### config.mk
export PLATFORM = sky130hd
export DESIGN_NAME = conv33_window_gen
export DESIGN_NICKNAME = d
export VERILOG_FILES = /design/src/rtl/conv33_pkg.sv /design/src/rtl/conv33_line_buf.sv /design/src/rtl/conv33_window_gen.sv
export SDC_FILE = /design/constraint.sdc
export NUM_CORES = 1
export LEC_CHECK = 0
export ABC_AREA = 0
export CORE_ASPECT_RATIO = 1.5
export CORE_MARGIN = 2
export CORE_UTILIZATION = 36
export CTS_CLUSTER_SIZE = 24
export DETAILED_ROUTE_END_ITERATION = 8
export GPL_TIMING_DRIVEN = 0
export PLACE_DENSITY = 0.51
export SYNTH_ARGS = -nofsm -noshare
export SYNTH_HDL_FRONTEND = slang
export SYNTH_SLANG_ARGS = --single-unit
### constraint.sdc
create_clock -name clk -period 6.4 [get_ports clk]
set_clock_uncertainty 0.2 [all_clocks]
set_input_delay 1.92 -clock clk [delete_from_list [all_inputs] [get_ports clk]]
set_output_delay 1.92 -clock clk [all_outputs]
set_load 0.02 [all_outputs]
### src/rtl/conv33_pkg.sv
// conv33_pkg
//   Shared definitions for the 3x3 window generator.
//   - TAP_* : window tap indices, row-major, 0 = top-left, 8 = bottom-right (newest pixel)
//   - NUM_TAPS : number of taps in a 3x3 window
//   - cnt_w() : counter width needed to index 0..n-1 (never less than 1 bit)
package conv33_pkg;

  localparam int NUM_TAPS = 9;

  localparam int TAP_TL = 0;
  localparam int TAP_TM = 1;
  localparam int TAP_TR = 2;
  localparam int TAP_ML = 3;
  localparam int TAP_MM = 4;
  localparam int TAP_MR = 5;
  localparam int TAP_BL = 6;
  localparam int TAP_BM = 7;
  localparam int TAP_BR = 8;

  function automatic int cnt_w(input int n);
    return (n > 1) ? $clog2(n) : 1;
  endfunction

endpackage

### src/rtl/conv33_line_buf.sv
// conv33_line_buf
//   Two-row line buffer packed into one word per column:
//   word[2*DATA_W-1:DATA_W] = row r-2, word[DATA_W-1:0] = row r-1.
//   Asynchronous read so the old contents are available in the same cycle
//   as the write (read-before-write). Contents are not reset; the window
//   generator never emits a window built from rows that were not written
//   in the current frame.
// Ports
//   clk      in   rising-edge clock
//   we       in   write enable
//   addr     in   column address (shared by read and write)
//   wr_data  in   new word {row r-1, row r}
//   rd_data  out  current word at addr
module conv33_line_buf
  import conv33_pkg::*;
#(
  parameter int DATA_W = 8,
  parameter int DEPTH  = 32,
  parameter int ADDR_W = cnt_w(DEPTH)
) (
  input  logic                  clk,
  input  logic                  we,
  input  logic [ADDR_W-1:0]     addr,
  input  logic [2*DATA_W-1:0]   wr_data,
  output logic [2*DATA_W-1:0]   rd_data
);

  logic [2*DATA_W-1:0] mem [DEPTH];

  assign rd_data = mem[addr];

  always_ff @(posedge clk) begin
    if (we) begin
      mem[addr] <= wr_data;
    end
  end

endmodule

### src/rtl/conv33_window_gen.sv
// conv33_window_gen
//   Streaming 3x3 window generator. Takes a raster-order pixel stream,
//   buffers two rows and emits every full 3x3 window (no border windows)
//   over a valid/ready interface with a single output register.
// Ports
//   clk, rst_n               clock, synchronous active-low reset
//   s_valid/s_ready/s_data   pixel input stream
//   m_valid/m_ready          window output handshake
//   m_win_0..m_win_8         window taps, 0 = top-left, 8 = bottom-right
//   frame_done               1-cycle pulse after the last pixel of a frame
// Optional (macro CONV33_KERNEL_LOAD_EN):
//   k_valid/k_data           kernel coefficient load stream
//   kernel_0..kernel_8       loaded coefficients
//   k_loaded                 all nine coefficients written
module conv33_window_gen
  import conv33_pkg::*;
#(
  parameter int DATA_W = 8,
  parameter int IMG_W  = 32,
  parameter int IMG_H  = 32
) (
  input  logic              clk,
  input  logic              rst_n,
  input  logic              s_valid,
  output logic              s_ready,
  input  logic [DATA_W-1:0] s_data,
  output logic              m_valid,
  input  logic              m_ready,
  output logic [DATA_W-1:0] m_win_0,
  output logic [DATA_W-1:0] m_win_1,
  output logic [DATA_W-1:0] m_win_2,
  output logic [DATA_W-1:0] m_win_3,
  output logic [DATA_W-1:0] m_win_4,
  output logic [DATA_W-1:0] m_win_5,
  output logic [DATA_W-1:0] m_win_6,
  output logic [DATA_W-1:0] m_win_7,
  output logic [DATA_W-1:0] m_win_8,
  output logic              frame_done
`ifdef CONV33_KERNEL_LOAD_EN
  ,
  input  logic              k_valid,
  input  logic [DATA_W-1:0] k_data,
  output logic [DATA_W-1:0] kernel_0,
  output logic [DATA_W-1:0] kernel_1,
  output logic [DATA_W-1:0] kernel_2,
  output logic [DATA_W-1:0] kernel_3,
  output logic [DATA_W-1:0] kernel_4,
  output logic [DATA_W-1:0] kernel_5,
  output logic [DATA_W-1:0] kernel_6,
  output logic [DATA_W-1:0] kernel_7,
  output logic [DATA_W-1:0] kernel_8,
  output logic              k_loaded
`endif
);

  localparam int COL_W = cnt_w(IMG_W);
  localparam int ROW_W = cnt_w(IMG_H);
  localparam logic [COL_W-1:0] COL_LAST = COL_W'(IMG_W - 1);
  localparam logic [ROW_W-1:0] ROW_LAST = ROW_W'(IMG_H - 1);
  localparam logic [COL_W-1:0] COL_TWO  = COL_W'(2);
  localparam logic [ROW_W-1:0] ROW_TWO  = ROW_W'(2);

  logic [COL_W-1:0]    col_reg;
  logic [ROW_W-1:0]    row_reg;
  logic                m_valid_reg;
  logic                frame_done_reg;
  logic                accept;
  logic [2*DATA_W-1:0] lb_rd;
  logic [2*DATA_W-1:0] lb_wr;
  logic [DATA_W-1:0]   col_in [3];
  logic [DATA_W-1:0]   win_tap [NUM_TAPS];

  // Single output register: a new pixel may enter only when the current
  // window is absent or leaving this cycle.
  assign s_ready = !m_valid_reg || m_ready;
  assign accept  = s_valid && s_ready;

  // Row r-1 moves down to the r-2 slot, the new pixel becomes row r-1.
  assign lb_wr = {lb_rd[DATA_W-1:0], s_data};

  // New right-hand window column, top to bottom.
  assign col_in[0] = lb_rd[2*DATA_W-1:DATA_W];
  assign col_in[1] = lb_rd[DATA_W-1:0];
  assign col_in[2] = s_data;

  conv33_line_buf #(
    .DATA_W (DATA_W),
    .DEPTH  (IMG_W),
    .ADDR_W (COL_W)
  ) u_line_buf (
    .clk     (clk),
    .we      (accept),
    .addr    (col_reg),
    .wr_data (lb_wr),
    .rd_data (lb_rd)
  );

  always_ff @(posedge clk) begin
    if (!rst_n) begin
      col_reg        <= '0;
      row_reg        <= '0;
      m_valid_reg    <= 1'b0;
      frame_done_reg <= 1'b0;
    end else begin
      frame_done_reg <= accept && (col_reg == COL_LAST) && (row_reg == ROW_LAST);
      if (accept) begin
        // Only windows fully inside the frame are emitted.
        m_valid_reg <= (row_reg >= ROW_TWO) && (col_reg >= COL_TWO);
        if (col_reg == COL_LAST) begin
          col_reg <= '0;
          row_reg <= (row_reg == ROW_LAST) ? '0 : row_reg + 1'b1;
        end else begin
          col_reg <= col_reg + 1'b1;
        end
      end else if (m_ready) begin
        m_valid_reg <= 1'b0;
      end
    end
  end

  // One 3-tap shift register per window row; shifts only on accept, so a
  // stalled window stays frozen.
  genvar gi;
  generate
    for (gi = 0; gi < 3; gi++) begin : g_row
      logic [DATA_W-1:0] tap_reg [3];

      always_ff @(posedge clk) begin
        if (!rst_n) begin
          tap_reg[0] <= '0;
          tap_reg[1] <= '0;
          tap_reg[2] <= '0;
        end else if (accept) begin
          tap_reg[0] <= tap_reg[1];
          tap_reg[1] <= tap_reg[2];
          tap_reg[2] <= col_in[gi];
        end
      end

      assign win_tap[3*gi + 0] = tap_reg[0];
      assign win_tap[3*gi + 1] = tap_reg[1];
      assign win_tap[3*gi + 2] = tap_reg[2];
    end
  endgenerate

  assign m_valid    = m_valid_reg;
  assign frame_done = frame_done_reg;
  assign m_win_0    = win_tap[TAP_TL];
  assign m_win_1    = win_tap[TAP_TM];
  assign m_win_2    = win_tap[TAP_TR];
  assign m_win_3    = win_tap[TAP_ML];
  assign m_win_4    = win_tap[TAP_MM];
  assign m_win_5    = win_tap[TAP_MR];
  assign m_win_6    = win_tap[TAP_BL];
  assign m_win_7    = win_tap[TAP_BM];
  assign m_win_8    = win_tap[TAP_BR];

`ifdef CONV33_KERNEL_LOAD_EN
  logic [3:0]        k_idx_reg;
  logic              k_loaded_reg;
  logic [DATA_W-1:0] kern_tap [NUM_TAPS];

  // A write while loaded lands on index 0 (idx wrapped) and clears the
  // loaded flag, which restarts the load sequence.
  always_ff @(posedge clk) begin
    if (!rst_n) begin
      k_idx_reg    <= '0;
      k_loaded_reg <= 1'b0;
    end else if (k_valid) begin
      if (k_idx_reg == 4'd8) begin
        k_idx_reg    <= '0;
        k_loaded_reg <= 1'b1;
      end else begin
        k_idx_reg    <= k_idx_reg + 1'b1;
        k_loaded_reg <= 1'b0;
      end
    end
  end

  generate
    for (gi = 0; gi < NUM_TAPS; gi++) begin : g_kern
      logic [DATA_W-1:0] kern_reg;

      always_ff @(posedge clk) begin
        if (!rst_n) begin
          kern_reg <= '0;
        end else if (k_valid && (k_idx_reg == 4'(gi))) begin
          kern_reg <= k_data;
        end
      end

      assign kern_tap[gi] = kern_reg;
    end
  endgenerate

  assign kernel_0 = kern_tap[0];
  assign kernel_1 = kern_tap[1];
  assign kernel_2 = kern_tap[2];
  assign kernel_3 = kern_tap[3];
  assign kernel_4 = kern_tap[4];
  assign kernel_5 = kern_tap[5];
  assign kernel_6 = kern_tap[6];
  assign kernel_7 = kern_tap[7];
  assign kernel_8 = kern_tap[8];
  assign k_loaded = k_loaded_reg;
`endif

endmodule

==> out/summary.txt <==
Detail Placement HPWL: 42.0 mm
Slowest Stage Delay on Critical Path: 0.62 ns
ys async rst share: 0%
Core Util, Final: 43.5%
worst endpoint data arrival time: 3.22 ns
Synth Flop Type: edfxtp_1
Register Area: 0.0179 mm^2
# hold bufs at CTS: 0
Hold Worst Slack: 0.297 ns
number of sinks on the clock net: 601
Post-Route WL: 60.0 mm
Worst Setup Slack post-DPL: 1.06 ns
max-slew violations: 0
PwrDens: 297 mW/mm^2
Detailed Routing Iterations Pass 1: 5
vias per cell: 5.10
crit path cell chain: clkdlybuf4s50_1 -> nand2b_1 -> buf_2 -> clkdlybuf4s50_1
Die X: 212 um
pin count of the biggest net entering global routing: 49
status: completed
Setup CP Type: in -> out
Seq/Total Area, Yosys: 76.5%
Critical Path Fanout Max: 7
Vias: 11800
postcts setup bufs: 0
LEAKAGE: 8.74 nW
CTS Buf Count: 56
period utilisation layout: 83.5%
PnR Total Power: 8.30 mW
final worst slack: 1.06 ns
critical path required time: 4.28 ns
clock root buffer: clkbuf_16
syn_nets: 1229
most frequent cells in the layout: edfxtp_1 (584), mux2i_1 (134), clkdlybuf4s50_1 (83), and2_1 (67), a22oi_1 (66)
worst slew pin tran: 1.36 ns
Critical Path Most Common Cell: clkdlybuf4s50_1
Tot GR Track Use: 18.2%
Final nets: 1418
gpl congestion: 0.826
share of cells above drive strength 1: 19.8%
largest buffer count on any clock path: 3
ANT cells: 0
Area Overhead vs Synth: 19.7%
Routed Antenna Nets: 0
GRT overflow: 0
global-route wire length before repair: 86.0 mm
Syn Inst Count: 1208
Sum Neg Setup Slack: 0 ns
VDD IR-drop max: 0.185 mV
Core Area: 0.0643 mm^2
slowest CP cell: clkdlybuf4s50_1
unrepaired setup endpoints after global routing: false
# IOs: 87
# fillers: 5581
# setup viols final: 0
average wire per standard cell: 26.0 um
die area: 0.0670 mm^2
row count: 114
IO buf count: 86
H-tree depth: 2
hold crit path type: reg -> reg
Multi-input gate area: 0.00520 mm^2
Iter 0 DRT Violations: 814
min Tclk post-route: 5.34 ns
Die H: 316 um
Worst slew margin: 8.93%
Worst Setup End Kind: output pin
Synth Register Bits: 601
commonest non-fill, non-tap cell in the layout: edfxtp_1
Post-CTS Resized: 0
initial antenna violation count: 0
achievable clock frequency: 187 MHz
synthesized cell area: 0.0234 mm^2
# DRC: 0
Synth Warn #: 0
number of global-route vias before repair: 12300
Final Hold Vio Count: 0
Worst setup SP type: input pin
max cap viols: 0
EDFF count, synth: 584
max reg flops: 512
synth unique cells: 39
clk_lat worst skew: 0.61 ns
Initial Util: 36.3%
CTS tree: built
Mean Syn Cell Area: 19.4 um^2
CTS clk-pin slew, worst paths: 0.06 ns
critical path, delay by kind of cell:
kind / cells / cell delay, ns
simple gates: 1 / 0.09
buf+inv: 3 / 1.22
per-stage QoR:
| stage | instances | cell area, um^2 |
|---|---|---|
| after floorplan | 1208 | 23400 |
| after global placement | 2164 | 25300 |
| after detailed placement | 2209 | 26200 |
| after CTS | 2312 | 28000 |
| after global routing | 2312 | 28000 |
| final | 2312 | 28000 |
power breakdown:
| part | total [mW] | switching [mW] | internal, mW |
|---|---|---|---|
| Sequential | 4.43 | 0.0191 | 4.41 |
| Combinational | 0.564 | 0.345 | 0.219 |
| Clock | 3.31 | 1.44 | 1.87 |
| Total | 8.30 | 1.80 | 6.50 |
layer usage:
| metal | wire (um) | global-route usage (%) | vias up |
|---|---|---|---|
| met5 | 0 | 0 | - |
| met1 | 23000 | 20.9 | 6132 |
| li1 | - | - | 5237 |
| met3 | 2240 | 2.47 | 114 |
| met4 | 2800 | 8.42 | 0 |
| met2 | 32000 | 33.4 | 316 |
logic make-up after synthesis:
| logic type | count (synthesis) | synth area share, % |
|---|---|---|
| fa+ha+maj | 9 | 0.482 |
| mux | 216 | 12.8 |
| compound gates | 138 | 4.03 |
| buf+inv | 72 | 2.03 |
| simple gates | 172 | 4.21 |
| flops | 601 | 76.5 |
cell type report:
class / instances / share of cell area (%)
Sequential cell: 601 / 63.9
Clock inverter: 28 / 0.957
Timing Repair Buffer: 131 / 5.54
Tap cell: 870 / 3.89
Clock buffer: 75 / 5.45
Buffer: 69 / 1.66
Multi-Input combinational cell: 535 / 18.6
Inverter: 3 / 0.0402
synth_stat cells (15+ instances only):
master      n  area share, %
dfxtp_1    17            1.5
a21oi_1    42           0.90
edfxtp_1  584             75
mux2i_1   134            5.7
and2_1     67            1.8
buf_6      15           0.72
clkbuf_1   33           0.53
a22oi_1    66            2.1
mux2_2     18           0.87
mux4_2     64            6.2
nor2_1     38           0.61
nand2_1    17           0.27
worst paths after layout:
path               from                       to  slack (ns)  cells past startpoint
max reg2reg   flip-flop  g_row[1].tap_reg[0][23]        2.75                      7
min          row_reg[4]               row_reg[4]        0.30                      2
min reg2reg  row_reg[4]               row_reg[4]        0.30                      2
max             m_ready                  s_ready        1.06                      4
Note: power is estimated with default switching activity, not from simulation.
